--- config.mk ---
export PLATFORM = sky130hd
export DESIGN_NAME = sim_controller
export DESIGN_NICKNAME = d
export VERILOG_FILES = /design/src/rtl/sim_controller_pkg.sv /design/src/rtl/click_fifo.sv /design/src/rtl/sim_controller.sv
export SDC_FILE = /design/constraint.sdc
export NUM_CORES = 1
export LEC_CHECK = 0
export CAP_MARGIN = 15
export CORE_MARGIN = 2
export CORE_UTILIZATION = 45
export CTS_CLUSTER_SIZE = 24
export DETAILED_ROUTE_END_ITERATION = 8
export PLACE_DENSITY = 0.76
export SLEW_MARGIN = 20
export SYNTH_ARGS = -nofsm -noshare
export SYNTH_HDL_FRONTEND = slang
export SYNTH_SLANG_ARGS = --single-unit
--- constraint.sdc ---
create_clock -name clk_in -period 5.1 [get_ports clk_in]
set_input_delay 1.02 -clock clk_in [delete_from_list [all_inputs] [get_ports clk_in]]
set_output_delay 1.02 -clock clk_in [all_outputs]
set_load 0.02 [all_outputs]
--- src/rtl/sim_controller_pkg.sv ---
// rtl/sim_controller_pkg.sv - shared widths, FSM encoding and click entry type
//
// Purpose: board/speed/seed widths used across the sequencing stage, the
// controller state encoding and the packed {y, x} click FIFO entry.
package sim_controller_pkg;

    localparam int LOG_BOARD_SIZE = 6;
    localparam int LOG_MAX_SPEED  = 4;
    localparam int LOG_NUM_SEED   = 2;

    typedef logic [2:0] ctrl_state_t;

    localparam ctrl_state_t LOAD      = 3'd0;
    localparam ctrl_state_t IDLE      = 3'd1;
    localparam ctrl_state_t EDIT      = 3'd2;
    localparam ctrl_state_t STEP_REQ  = 3'd3;
    localparam ctrl_state_t STEP_WAIT = 3'd4;

    typedef struct packed {
        logic [LOG_BOARD_SIZE-1:0] y;
        logic [LOG_BOARD_SIZE-1:0] x;
    } click_entry_t;

    // Frames between generation steps: 2**LOG_MAX_SPEED - speed.
    function automatic logic [LOG_MAX_SPEED:0] step_period(
        input logic [LOG_MAX_SPEED-1:0] speed
    );
        return {1'b1, {LOG_MAX_SPEED{1'b0}}} - {1'b0, speed};
    endfunction

endpackage

--- src/rtl/click_fifo.sv ---
// rtl/click_fifo.sv - small synchronous FIFO with flush for buffered clicks
//
// Purpose: holds click entries while the engine is busy.
// Ports:
//   clk_in, rst_in : clock, asynchronous active-high reset
//   push, din      : write request and data (dropped when full, unless popping)
//   pop, dout      : read request and head-of-queue data (combinational)
//   flush          : discard all contents
//   full, empty    : occupancy flags
module click_fifo #(
    parameter int WIDTH     = 12,
    parameter int LOG_DEPTH = 2
) (
    input  logic             clk_in,
    input  logic             rst_in,
    input  logic             push,
    input  logic             pop,
    input  logic             flush,
    input  logic [WIDTH-1:0] din,
    output logic [WIDTH-1:0] dout,
    output logic             full,
    output logic             empty
);

    logic [WIDTH-1:0] mem [1 << LOG_DEPTH];
    logic [LOG_DEPTH:0] wr_ptr;
    logic [LOG_DEPTH:0] rd_ptr;
    logic do_push;
    logic do_pop;

    // Pointers carry one extra wrap bit to tell full from empty.
    assign empty   = (wr_ptr == rd_ptr);
    assign full    = (wr_ptr[LOG_DEPTH] != rd_ptr[LOG_DEPTH]) &&
                     (wr_ptr[LOG_DEPTH-1:0] == rd_ptr[LOG_DEPTH-1:0]);
    assign do_pop  = pop && !empty;
    // A pop frees the slot this cycle, so a push into a full FIFO is kept then.
    assign do_push = push && (!full || do_pop);
    assign dout    = mem[rd_ptr[LOG_DEPTH-1:0]];

    always_ff @(posedge clk_in or posedge rst_in) begin
        if (rst_in) begin
            wr_ptr <= '0;
            rd_ptr <= '0;
        end else if (flush) begin
            wr_ptr <= '0;
            rd_ptr <= '0;
        end else begin
            if (do_push) wr_ptr <= wr_ptr + 1'b1;
            if (do_pop)  rd_ptr <= rd_ptr + 1'b1;
        end
    end

    always_ff @(posedge clk_in) begin
        if (do_push && !flush) mem[wr_ptr[LOG_DEPTH-1:0]] <= din;
    end

endmodule

--- src/rtl/sim_controller.sv ---
// rtl/sim_controller.sv - sequences seed loads, cell edits and generation steps
//
// Purpose: turns clicks, speed, seed selection and frame ticks into mutually
// exclusive requests to the board/life-engine stage.
// Ports:
//   clk_in, rst_in                       : clock, asynchronous active-high reset
//   click_in, cursor_x_in, cursor_y_in   : click pulse and cursor cell
//   speed_in, seed_idx_in, vsync_in      : speed (0 = paused), seed select, vsync
//   seed_load_out, seed_idx_out, seed_done_in          : seed load request
//   edit_valid_out, edit_x_out, edit_y_out, edit_ready_in : toggle request
//   step_valid_out, step_ready_in, step_done_in        : generation step request
//   paused_out                           : registered speed_in == 0
module sim_controller
    import sim_controller_pkg::*;
#(
    parameter int LOG_CLICK_DEPTH = 2
) (
    input  logic                      clk_in,
    input  logic                      rst_in,
    input  logic                      click_in,
    input  logic [LOG_MAX_SPEED-1:0]  speed_in,
    input  logic [LOG_BOARD_SIZE-1:0] cursor_x_in,
    input  logic [LOG_BOARD_SIZE-1:0] cursor_y_in,
    input  logic [LOG_NUM_SEED-1:0]   seed_idx_in,
    input  logic                      vsync_in,
    output logic                      seed_load_out,
    output logic [LOG_NUM_SEED-1:0]   seed_idx_out,
    input  logic                      seed_done_in,
    output logic                      edit_valid_out,
    output logic [LOG_BOARD_SIZE-1:0] edit_x_out,
    output logic [LOG_BOARD_SIZE-1:0] edit_y_out,
    input  logic                      edit_ready_in,
    output logic                      step_valid_out,
    input  logic                      step_ready_in,
    input  logic                      step_done_in,
    output logic                      paused_out
);

    localparam int ENTRY_W = $bits(click_entry_t);

    ctrl_state_t              state;
    logic                     vsync_q;
    logic                     frame_tick;
    logic [LOG_MAX_SPEED-1:0] frame_cnt;
    logic [LOG_MAX_SPEED:0]   cnt_inc;
    logic                     pending;
    logic                     seed_change;

    logic                     fifo_push;
    logic                     fifo_pop;
    logic                     fifo_flush;
    logic                     fifo_full;
    logic                     fifo_empty;
    logic [ENTRY_W-1:0]       fifo_dout;
    click_entry_t             fifo_head;
    click_entry_t             fifo_din;

    assign seed_change = (seed_idx_in != seed_idx_out);
    assign fifo_din    = '{y: cursor_y_in, x: cursor_x_in};
    assign fifo_head   = click_entry_t'(fifo_dout);
    assign fifo_push   = click_in && (state != LOAD) && (!fifo_full || fifo_pop);
    // A seed change outranks queued clicks: they belong to the old board.
    assign fifo_pop    = (state == IDLE) && !seed_change && !fifo_empty;
    assign fifo_flush  = (state == IDLE) && seed_change;
    assign cnt_inc     = {1'b0, frame_cnt} + {{LOG_MAX_SPEED{1'b0}}, 1'b1};

    click_fifo #(
        .WIDTH     (ENTRY_W),
        .LOG_DEPTH (LOG_CLICK_DEPTH)
    ) u_click_fifo (
        .clk_in (clk_in),
        .rst_in (rst_in),
        .push   (fifo_push),
        .pop    (fifo_pop),
        .flush  (fifo_flush),
        .din    (fifo_din),
        .dout   (fifo_dout),
        .full   (fifo_full),
        .empty  (fifo_empty)
    );

    // Registered rising-edge detect: the tick lands one cycle after the edge.
    always_ff @(posedge clk_in or posedge rst_in) begin
        if (rst_in) begin
            vsync_q    <= 1'b0;
            frame_tick <= 1'b0;
        end else begin
            vsync_q    <= vsync_in;
            frame_tick <= vsync_in && !vsync_q;
        end
    end

    always_ff @(posedge clk_in or posedge rst_in) begin
        if (rst_in) begin
            state          <= LOAD;
            seed_load_out  <= 1'b1;
            seed_idx_out   <= '0;
            edit_valid_out <= 1'b0;
            edit_x_out     <= '0;
            edit_y_out     <= '0;
            step_valid_out <= 1'b0;
            paused_out     <= 1'b1;
            frame_cnt      <= '0;
            pending        <= 1'b0;
        end else begin
            paused_out <= (speed_in == '0);

            if ((state == STEP_REQ) && step_ready_in) pending <= 1'b0;

            // A step falling due in the handshake cycle is a new one, so the set wins.
            if (frame_tick && (speed_in != '0)) begin
                if (cnt_inc >= step_period(speed_in)) begin
                    pending   <= 1'b1;
                    frame_cnt <= '0;
                end else begin
                    frame_cnt <= cnt_inc[LOG_MAX_SPEED-1:0];
                end
            end

            case (state)
                LOAD: begin
                    if (seed_done_in) begin
                        state         <= IDLE;
                        seed_load_out <= 1'b0;
                        frame_cnt     <= '0;
                        pending       <= 1'b0;
                    end
                end
                IDLE: begin
                    if (seed_change) begin
                        seed_idx_out  <= seed_idx_in;
                        seed_load_out <= 1'b1;
                        state         <= LOAD;
                    end else if (!fifo_empty) begin
                        edit_x_out     <= fifo_head.x;
                        edit_y_out     <= fifo_head.y;
                        edit_valid_out <= 1'b1;
                        state          <= EDIT;
                    end else if (pending) begin
                        step_valid_out <= 1'b1;
                        state          <= STEP_REQ;
                    end
                end
                EDIT: begin
                    if (edit_ready_in) begin
                        edit_valid_out <= 1'b0;
                        state          <= IDLE;
                    end
                end
                STEP_REQ: begin
                    if (step_ready_in) begin
                        step_valid_out <= 1'b0;
                        state          <= STEP_WAIT;
                    end
                end
                STEP_WAIT: begin
                    if (step_done_in) state <= IDLE;
                end
                default: begin
                    state          <= LOAD;
                    seed_load_out  <= 1'b1;
                    edit_valid_out <= 1'b0;
                    step_valid_out <= 1'b0;
                end
            endcase
        end
    end

endmodule

==> out/summary.txt, run 1 <==
TIMING
--------------------------------------------------------------------------------
Count of final setup violators                                                 0
Final hold viol count                                                          0
Skew final                                                           0.009828 ns
Worst hold slack after final layout                                    0.3952 ns
Transition at the pin with the smallest max-transition slack           0.7953 ns
Fraction of the cycle the final worst path needs                          60.40%
Final critical delay including setup and external delays                3.080 ns
Setup TNS                                                                   0 ns
Relative slew margins                                                     46.98%
Achievable clock frequency                                            0.3246 GHz
Unrepaired setup endpoints after global routing                               no
Slew Viols, Final                                                              0

FLOORPLANNING
--------------------------------------------------------------------------------
Number of ports placed on the die boundary                                    44
Width of the die                                                        94.11 um
Placeable Area                                                          7807 um2
Num rows                                                                      32
Die outline height                                                      94.11 um
Effective utilization at floorplan                                        46.79%
Die footprint                                                           8856 um2

SYNTHESIS
--------------------------------------------------------------------------------
Netlist cell types                                                            39
Synthesis Warnings                                                             0
Mapped Area                                                             3654 um2
Biggest area contributors in the synthesized netlist                sky130_fd_sc_hd__edfxtp_1 39%, sky130_fd_sc_hd__dfrtp_1 22%, sky130_fd_sc_hd__mux4_1 7.9%
Fraction of the yosys area taken by sequential cells                      62.81%
Seq cells post-synth                                                          82
Synthesized Nets                                                             281
Area fraction of the dominant cell type after synthesis                   39.45%
Cell type contributing the most total cell area after synthesis     sky130_fd_sc_hd__edfxtp_1
Mean instance size in the synthesized netlist                          15.03 um2
Gate Count Post-Synth                                                        243

PLACEMENT
--------------------------------------------------------------------------------
Global placement routability congestion                                   0.8136
Placed instance count                                                        381
Placed wire-length estimate                                             4.216 mm
IO buf count                                                                  43

CLOCKING
--------------------------------------------------------------------------------
Clock buffers created by TritonCTS                                             9
Post-cts hold buffer count                                                     0
# clock sinks                                                                 82
Post-CTS sizing                                                                0
Post-CTS setup buffer count                                                    0
Clock root cell                                                     sky130_fd_sc_hd__clkbuf_8
H-tree levels                                                                  3
TritonCTS clock tree                                                       built
CTS clock-pin slew for the worst setup and hold paths                    0.08 ns
Maximum count of clock buffers along a single path                             2
Clock latency at the later pin of the worst-skew pair                    0.35 ns

PWR
--------------------------------------------------------------------------------
Static leakage power                                                    1.684 nW
Maximum resistive drop on vdd                                          0.2458 mV
Overall power                                                           2.126 mW
Cell Pwr Density                                                    487.7 nW/um2

STATUS
--------------------------------------------------------------------------------
Outcome                                                             finished clean

CELLS AND AREA
--------------------------------------------------------------------------------
Fillers                                                                      657
Nets@finish                                                                  328
Most common library cell in the layout ignoring fill and taps       sky130_fd_sc_hd__edfxtp_1
Commonest non-fill, non-tap cells in the layout                     48 x sky130_fd_sc_hd__edfxtp_1, 43 x sky130_fd_sc_hd__clkdlybuf4s50_1, 32 x sky130_fd_sc_hd__dfrtp_1, 16 x sky130_fd_sc_hd__inv_1
Area growth syn-to-layout                                                 19.28%
Share of layout cells above drive strength 1                              13.56%
Post-route insts no fill                                                     397
Count of antenna diodes in the layout                                          0

GLOBAL ROUTE
--------------------------------------------------------------------------------
Number of global-route vias before repair                                   2128
Pin count of the biggest net entering global routing                          35
Combined global-route utilization of all metal layers                     15.55%
Number of antenna violations at the first check in global routing              0
First-pass GRT wire length                                              10.36 mm
Global-route congestion overflow total                                         0

ROUTING
--------------------------------------------------------------------------------
Violation count after the first detailed-route iteration                      78
Remaining DRCs                                                                 0
Final WL                                                                6.171 mm
Final antenna-violating net count                                              0
Wire length per cell after detailed routing                             15.54 um
TritonRoute pass-1 iters                                                       4
Vias per cell                                                              5.191
Total vias in the final route                                               2061

RUN
--------------------------------------------------------------------------------
Max-capacitance violation count                                                0

WORST HOLD PATH
--------------------------------------------------------------------------------
Min-delay worst type                                                flop to flop

SETUP PATH
--------------------------------------------------------------------------------
Worst setup path category                                           primary input to flop
Flop2flop setup slack                                                    2.61 ns
Launching element of the worst setup path                           seed_idx_in[0]
Count of cells along the worst register-to-register path                       4
Maximum fanout along the worst path                                           12
Required time at the worst-slack endpoint                                5.07 ns
FF-to-FF Start                                                      u_click_fifo.rd_ptr[0]
Reg2reg end                                                         u_click_fifo.mem[3][0]
Kind of end point of the critical path                                      flop
Startpoint type of the worst setup path                             primary input
Arr. time, crit path                                                     3.05 ns
Critical Path End                                                   u_click_fifo.mem[0][0]

-- routing by layer --
| metal | track usage [%] | part of all wire [%] | up-vias | wire (um) |
|---|---|---|---|---|
| met5 | 0 | 0 | - | 0 |
| met4 | 5.918 | 1.9 | 0 | 118 |
| met3 | 4.655 | 4.8 | 9 | 297 |
| met2 | 25.65 | 49 | 52 | 3024 |
| met1 | 19.32 | 44 | 1012 | 2731 |
| li1 | - | - | 988 | - |
-- cell usage after synthesis --
| library cell | number |
|---|---|
| sky130_fd_sc_hd__nand3_2 | 1 |
| sky130_fd_sc_hd__a211oi_1 | 2 |
| sky130_fd_sc_hd__and2_1 | 2 |
| sky130_fd_sc_hd__xor2_1 | 6 |
| sky130_fd_sc_hd__nor2_1 | 13 |
| sky130_fd_sc_hd__nand4_1 | 2 |
| sky130_fd_sc_hd__and2_4 | 1 |
| sky130_fd_sc_hd__o41ai_1 | 1 |
| sky130_fd_sc_hd__edfxtp_1 | 48 |
| sky130_fd_sc_hd__mux2i_1 | 2 |
| sky130_fd_sc_hd__clkbuf_8 | 1 |
| sky130_fd_sc_hd__mux2_2 | 2 |
| sky130_fd_sc_hd__nor3b_1 | 2 |
| sky130_fd_sc_hd__mux4_1 | 11 |
| sky130_fd_sc_hd__and3_1 | 1 |
| sky130_fd_sc_hd__mux2_4 | 10 |
| sky130_fd_sc_hd__dfstp_2 | 2 |
| sky130_fd_sc_hd__or2_2 | 1 |
| sky130_fd_sc_hd__nor3_1 | 4 |
| sky130_fd_sc_hd__xnor2_1 | 7 |
| sky130_fd_sc_hd__or3b_4 | 1 |
| sky130_fd_sc_hd__nor2b_1 | 4 |
| sky130_fd_sc_hd__ha_1 | 12 |
| sky130_fd_sc_hd__buf_6 | 2 |
| sky130_fd_sc_hd__xor2_2 | 1 |
| sky130_fd_sc_hd__a21oi_1 | 14 |
| sky130_fd_sc_hd__buf_2 | 2 |
| sky130_fd_sc_hd__a21o_1 | 1 |
| sky130_fd_sc_hd__clkbuf_1 | 2 |
| sky130_fd_sc_hd__nand2b_1 | 1 |
| sky130_fd_sc_hd__a31oi_1 | 1 |
| sky130_fd_sc_hd__inv_1 | 16 |
| sky130_fd_sc_hd__nand3_1 | 5 |
| sky130_fd_sc_hd__buf_12 | 1 |
| sky130_fd_sc_hd__a22oi_1 | 1 |
| sky130_fd_sc_hd__o21ai_0 | 13 |
| sky130_fd_sc_hd__nand2_1 | 14 |
| sky130_fd_sc_hd__mux4_2 | 1 |
| sky130_fd_sc_hd__dfrtp_1 | 32 |
-- worst min-delay path by stage --
stage / from / to / cells past startpoint
after floorplan: vsync_q / frame_tick / 1
after global placement: vsync_q / frame_tick / 1
after detailed placement: vsync_q / frame_tick / 1
after CTS: vsync_q / frame_tick / 1
after global routing: vsync_q / frame_tick / 1
final: vsync_q / frame_tick / 1
-- critical path: stages --
cell and delay [ns]:
sky130_fd_sc_hd__clkdlybuf4s50_1 0.44, sky130_fd_sc_hd__xnor2_1 0.27, sky130_fd_sc_hd__nand2_1 0.17, sky130_fd_sc_hd__nor2_1 0.25, sky130_fd_sc_hd__o21ai_0 0.28, sky130_fd_sc_hd__nor2_2 0.63
-- power by group --
group          switching [mW]  total (mW)  internal [mW]
combinational           0.350       0.712          0.362
sequential              0.116       0.959          0.843
clock                   0.228       0.455          0.227
-- flip-flops by register name (all words and copies together) (netlist names), 2 cells and up --
register,flops
edit_x_out,6
edit_y_out,6
frame_cnt,4
seed_idx_out,2
state,3
u_click_fifo.mem,48
u_click_fifo.rd_ptr,3
u_click_fifo.wr_ptr,3
-- cell families after synthesis --
group | after synthesis | share of synthesized area (%)
fa+ha+maj | 12 | 4.109
compound gates | 33 | 4.932
mux | 26 | 13.80
simple gates | 52 | 7.123
flops | 82 | 62.81
buf+inv | 24 | 3.664
xor+xnor | 14 | 3.562
-- through the flow --
step	worst slack (ns)	utilization (%)	area [um2]
floorplan	2.120	-	3654
CTS	1.737	55.64	4344
global route	1.869	55.82	4358
finish	2.020	55.82	4358
detailed placement	1.379	53.16	4150
global placement	1.571	53.16	4150
-- cell type report --
| class | instances | area (um2) | share of cell area (%) |
|---|---|---|---|
| Tap cell | 102 | 127.6 | 2.929 |
| Multi-Input combinational cell | 137 | 1244 | 28.54 |
| Clock inverter | 6 | 66.31 | 1.522 |
| Timing Repair Buffer | 44 | 437.9 | 10.05 |
| Clock buffer | 10 | 127.6 | 2.929 |
| Inverter | 16 | 60.06 | 1.378 |
| Sequential cell | 82 | 2295 | 52.66 |
No activity file was read; power rests on OpenSTA's default activity.
==> inputs of run 2 (changes only) <==
--- a/config.mk
+++ b/config.mk
@@ -10,7 +10,7 @@
 export CORE_UTILIZATION = 45
 export CTS_CLUSTER_SIZE = 24
 export DETAILED_ROUTE_END_ITERATION = 8
-export PLACE_DENSITY = 0.76
+export PLACE_DENSITY = 0.78
 export SLEW_MARGIN = 20
 export SYNTH_ARGS = -nofsm -noshare
 export SYNTH_HDL_FRONTEND = slang
==> constraint.sdc (replaced) <==
create_clock -name clk_in -period 2.8 [get_ports clk_in]
set_input_delay 0.56 -clock clk_in [delete_from_list [all_inputs] [get_ports clk_in]]
set_output_delay 0.56 -clock clk_in [all_outputs]
set_load 0.02 [all_outputs]
==> out/summary.txt, run 2 (synthesis gave the netlist of run 1 again) <==
TIMING
--------------------------------------------------------------------------------
Achievable clock frequency                                            0.4168 GHz
Fraction of the cycle the final worst path needs                          85.68%
Unrepaired setup endpoints after global routing                               no   unchanged
Transition at the pin with the smallest max-transition slack           0.4811 ns   was 0.7953 ns
Slew Viols, Final                                                              0   unchanged
Final hold viol count                                                          0   unchanged
Relative slew margins                                                     67.86%   was 46.98%
Final critical delay including setup and external delays                2.399 ns
Skew final                                                           0.007900 ns   was 0.009828 ns
Setup TNS                                                                   0 ns   unchanged
Count of final setup violators                                                 0   unchanged

CLOCKING
--------------------------------------------------------------------------------
# clock sinks                                                                 82   unchanged
Maximum count of clock buffers along a single path                             2   unchanged
Post-CTS setup buffer count                                                    0   unchanged
TritonCTS clock tree                                                       built   unchanged
Post-cts hold buffer count                                                     0   unchanged
Clock buffers created by TritonCTS                                             9   unchanged
Clock latency at the later pin of the worst-skew pair                    0.34 ns   was 0.35 ns
Post-CTS sizing                                                                0   unchanged
CTS clock-pin slew for the worst setup and hold paths                    0.07 ns   was 0.08 ns
H-tree levels                                                                  3   unchanged
Clock root cell                                                     sky130_fd_sc_hd__clkbuf_8   unchanged

PWR
--------------------------------------------------------------------------------
Overall power                                                           3.961 mW   was 2.126 mW
Cell Pwr Density                                                    897.3 nW/um2   was 487.7 nW/um2
Maximum resistive drop on vdd                                          0.4548 mV   was 0.2458 mV
Static leakage power                                                    1.730 nW   was 1.684 nW

GLOBAL ROUTE
--------------------------------------------------------------------------------
Number of global-route vias before repair                                   2132   was 2128
Number of antenna violations at the first check in global routing              0   unchanged
First-pass GRT wire length                                              10.15 mm   was 10.36 mm
Combined global-route utilization of all metal layers                     15.33%   was 15.55%
Pin count of the biggest net entering global routing                          35   unchanged
Global-route congestion overflow total                                         0   unchanged

PLACEMENT
--------------------------------------------------------------------------------
IO buf count                                                                  43   unchanged
Global placement routability congestion                                   0.8494   was 0.8136
Instance area at placement                                              4203 um2   was 4150 um2
Placed wire-length estimate                                             4.094 mm   was 4.216 mm

SETUP PATH
--------------------------------------------------------------------------------
Kind of end point of the critical path                                      flop   unchanged
Startpoint type of the worst setup path                             primary input   unchanged
Maximum fanout along the worst path                                            4   was 12
Required time at the worst-slack endpoint                                3.07 ns   was 5.07 ns
Worst setup path category                                           primary input to flop   unchanged
Arr. time, crit path                                                     2.67 ns   was 3.05 ns

STATUS
--------------------------------------------------------------------------------
Outcome                                                             finished clean   unchanged

FLOORPLANNING
--------------------------------------------------------------------------------
Number of ports placed on the die boundary                                    44   unchanged
Die footprint                                                           8856 um2   unchanged
Die outline height                                                      94.11 um   unchanged
Placeable Area                                                          7807 um2   unchanged
Effective utilization at floorplan                                        46.79%   unchanged
Width of the die                                                        94.11 um   unchanged
Num rows                                                                      32   unchanged

ROUTING
--------------------------------------------------------------------------------
Final antenna-violating net count                                              0   unchanged
Wire length per cell after detailed routing                             15.04 um   was 15.54 um
Violation count after the first detailed-route iteration                      60   was 78
Vias per cell                                                              5.176   was 5.191
TritonRoute pass-1 iters                                                       6   was 4
Total vias in the final route                                               2091   was 2061
Final WL                                                                6.077 mm   was 6.171 mm
Remaining DRCs                                                                 0   unchanged

CELLS AND AREA
--------------------------------------------------------------------------------
Count of antenna diodes in the layout                                          0   unchanged
Max FFs per register                                                          48   unchanged
Nets@finish                                                                  335   was 328
Commonest non-fill, non-tap cells in the layout                     48 x sky130_fd_sc_hd__edfxtp_1, 43 x sky130_fd_sc_hd__clkdlybuf4s50_1, 32 x sky130_fd_sc_hd__dfrtp_1, 16 x sky130_fd_sc_hd__inv_1   unchanged
Area growth syn-to-layout                                                 20.82%   was 19.28%
Summed area of non-filler cells in the final layout                     4414 um2   was 4358 um2
Most common library cell in the layout ignoring fill and taps       sky130_fd_sc_hd__edfxtp_1   unchanged
Final core utilization                                                    56.54%   was 55.82%
Share of layout cells above drive strength 1                              13.91%   was 13.56%

RUN
--------------------------------------------------------------------------------
Max-capacitance violation count                                                0   unchanged

WORST HOLD PATH
--------------------------------------------------------------------------------
Min-delay worst type                                                flop to flop   unchanged

-- run 2: cell count changes in the layout (fill, tap and decap cells not counted), sizes merged --
cell and delta:
clkinvlp -2, bufinv +1, inv -1, clkbuf +2
buf +7
-- run 2: critical path: stages --
cell	delay [ns]
sky130_fd_sc_hd__clkdlybuf4s50_1	0.45
sky130_fd_sc_hd__inv_1	0.08
sky130_fd_sc_hd__ha_1	0.17
sky130_fd_sc_hd__nor3b_1	0.33
sky130_fd_sc_hd__inv_1	0.08
sky130_fd_sc_hd__ha_1	0.31
sky130_fd_sc_hd__a21oi_1	0.13
sky130_fd_sc_hd__o21ai_0	0.12
sky130_fd_sc_hd__a21oi_1	0.27
sky130_fd_sc_hd__nor2b_1	0.17
-- run 2: metrics by stage --
stage	std cells	setup slack, ns	hold WS [ns]
after global placement	388	0.1593	0.3856
after detailed placement	388	0.01333	0.3985
after floorplan	243	0.2801	0.3777
after global routing	404	0.1491	0.4092
final	404	0.4008	0.4033
after CTS	404	0.3581	0.4083
-- run 2: metal layers --
layer  share of wire, %  global-route usage [%]  up-vias  routed length, um
li1                   -                       -     1002                  -
met1                 46                   19.74     1029               2804
met2                 48                   24.46       55               2917
met3                4.9                   5.939        5                299
met4               0.92                   3.865        0                 56
met5                  0                       0        -                  0
-- run 2: final timing paths --
| kind | from | endpoint | slack (ns) | cells after the start |
|---|---|---|---|---|
| max reg2reg | seed_idx_out[1] | u_click_fifo.mem[1][0] | 0.78 | 6 |
| max | speed_in[0] | frame_cnt[2] | 0.40 | 10 |
| max in group asynchronous | rst_in | seed_load_out | 1.84 | 3 |
| min | vsync_q | frame_tick | 0.40 | 1 |
| min reg2reg | vsync_q | frame_tick | 0.40 | 1 |
| min in group asynchronous | rst_in | frame_cnt[0] | 0.62 | 3 |
-- run 2: report_power, final --
| part | switching [mW] | total [mW] | internal [mW] |
|---|---|---|---|
| logic | 0.665 | 1.34 | 0.679 |
| registers | 0.185 | 1.72 | 1.54 |
| clock network | 0.391 | 0.896 | 0.505 |
-- run 2: area by class of cell --
type                       count  area [um2]
clock buffer                  12       135.1
clock inverter                 4       76.32
fill                         622        3393
inverter                      16       60.06
multi-input combinational    137        1230
sequential                    82        2295
tap                          102       127.6
timing repair buffer          51       490.5
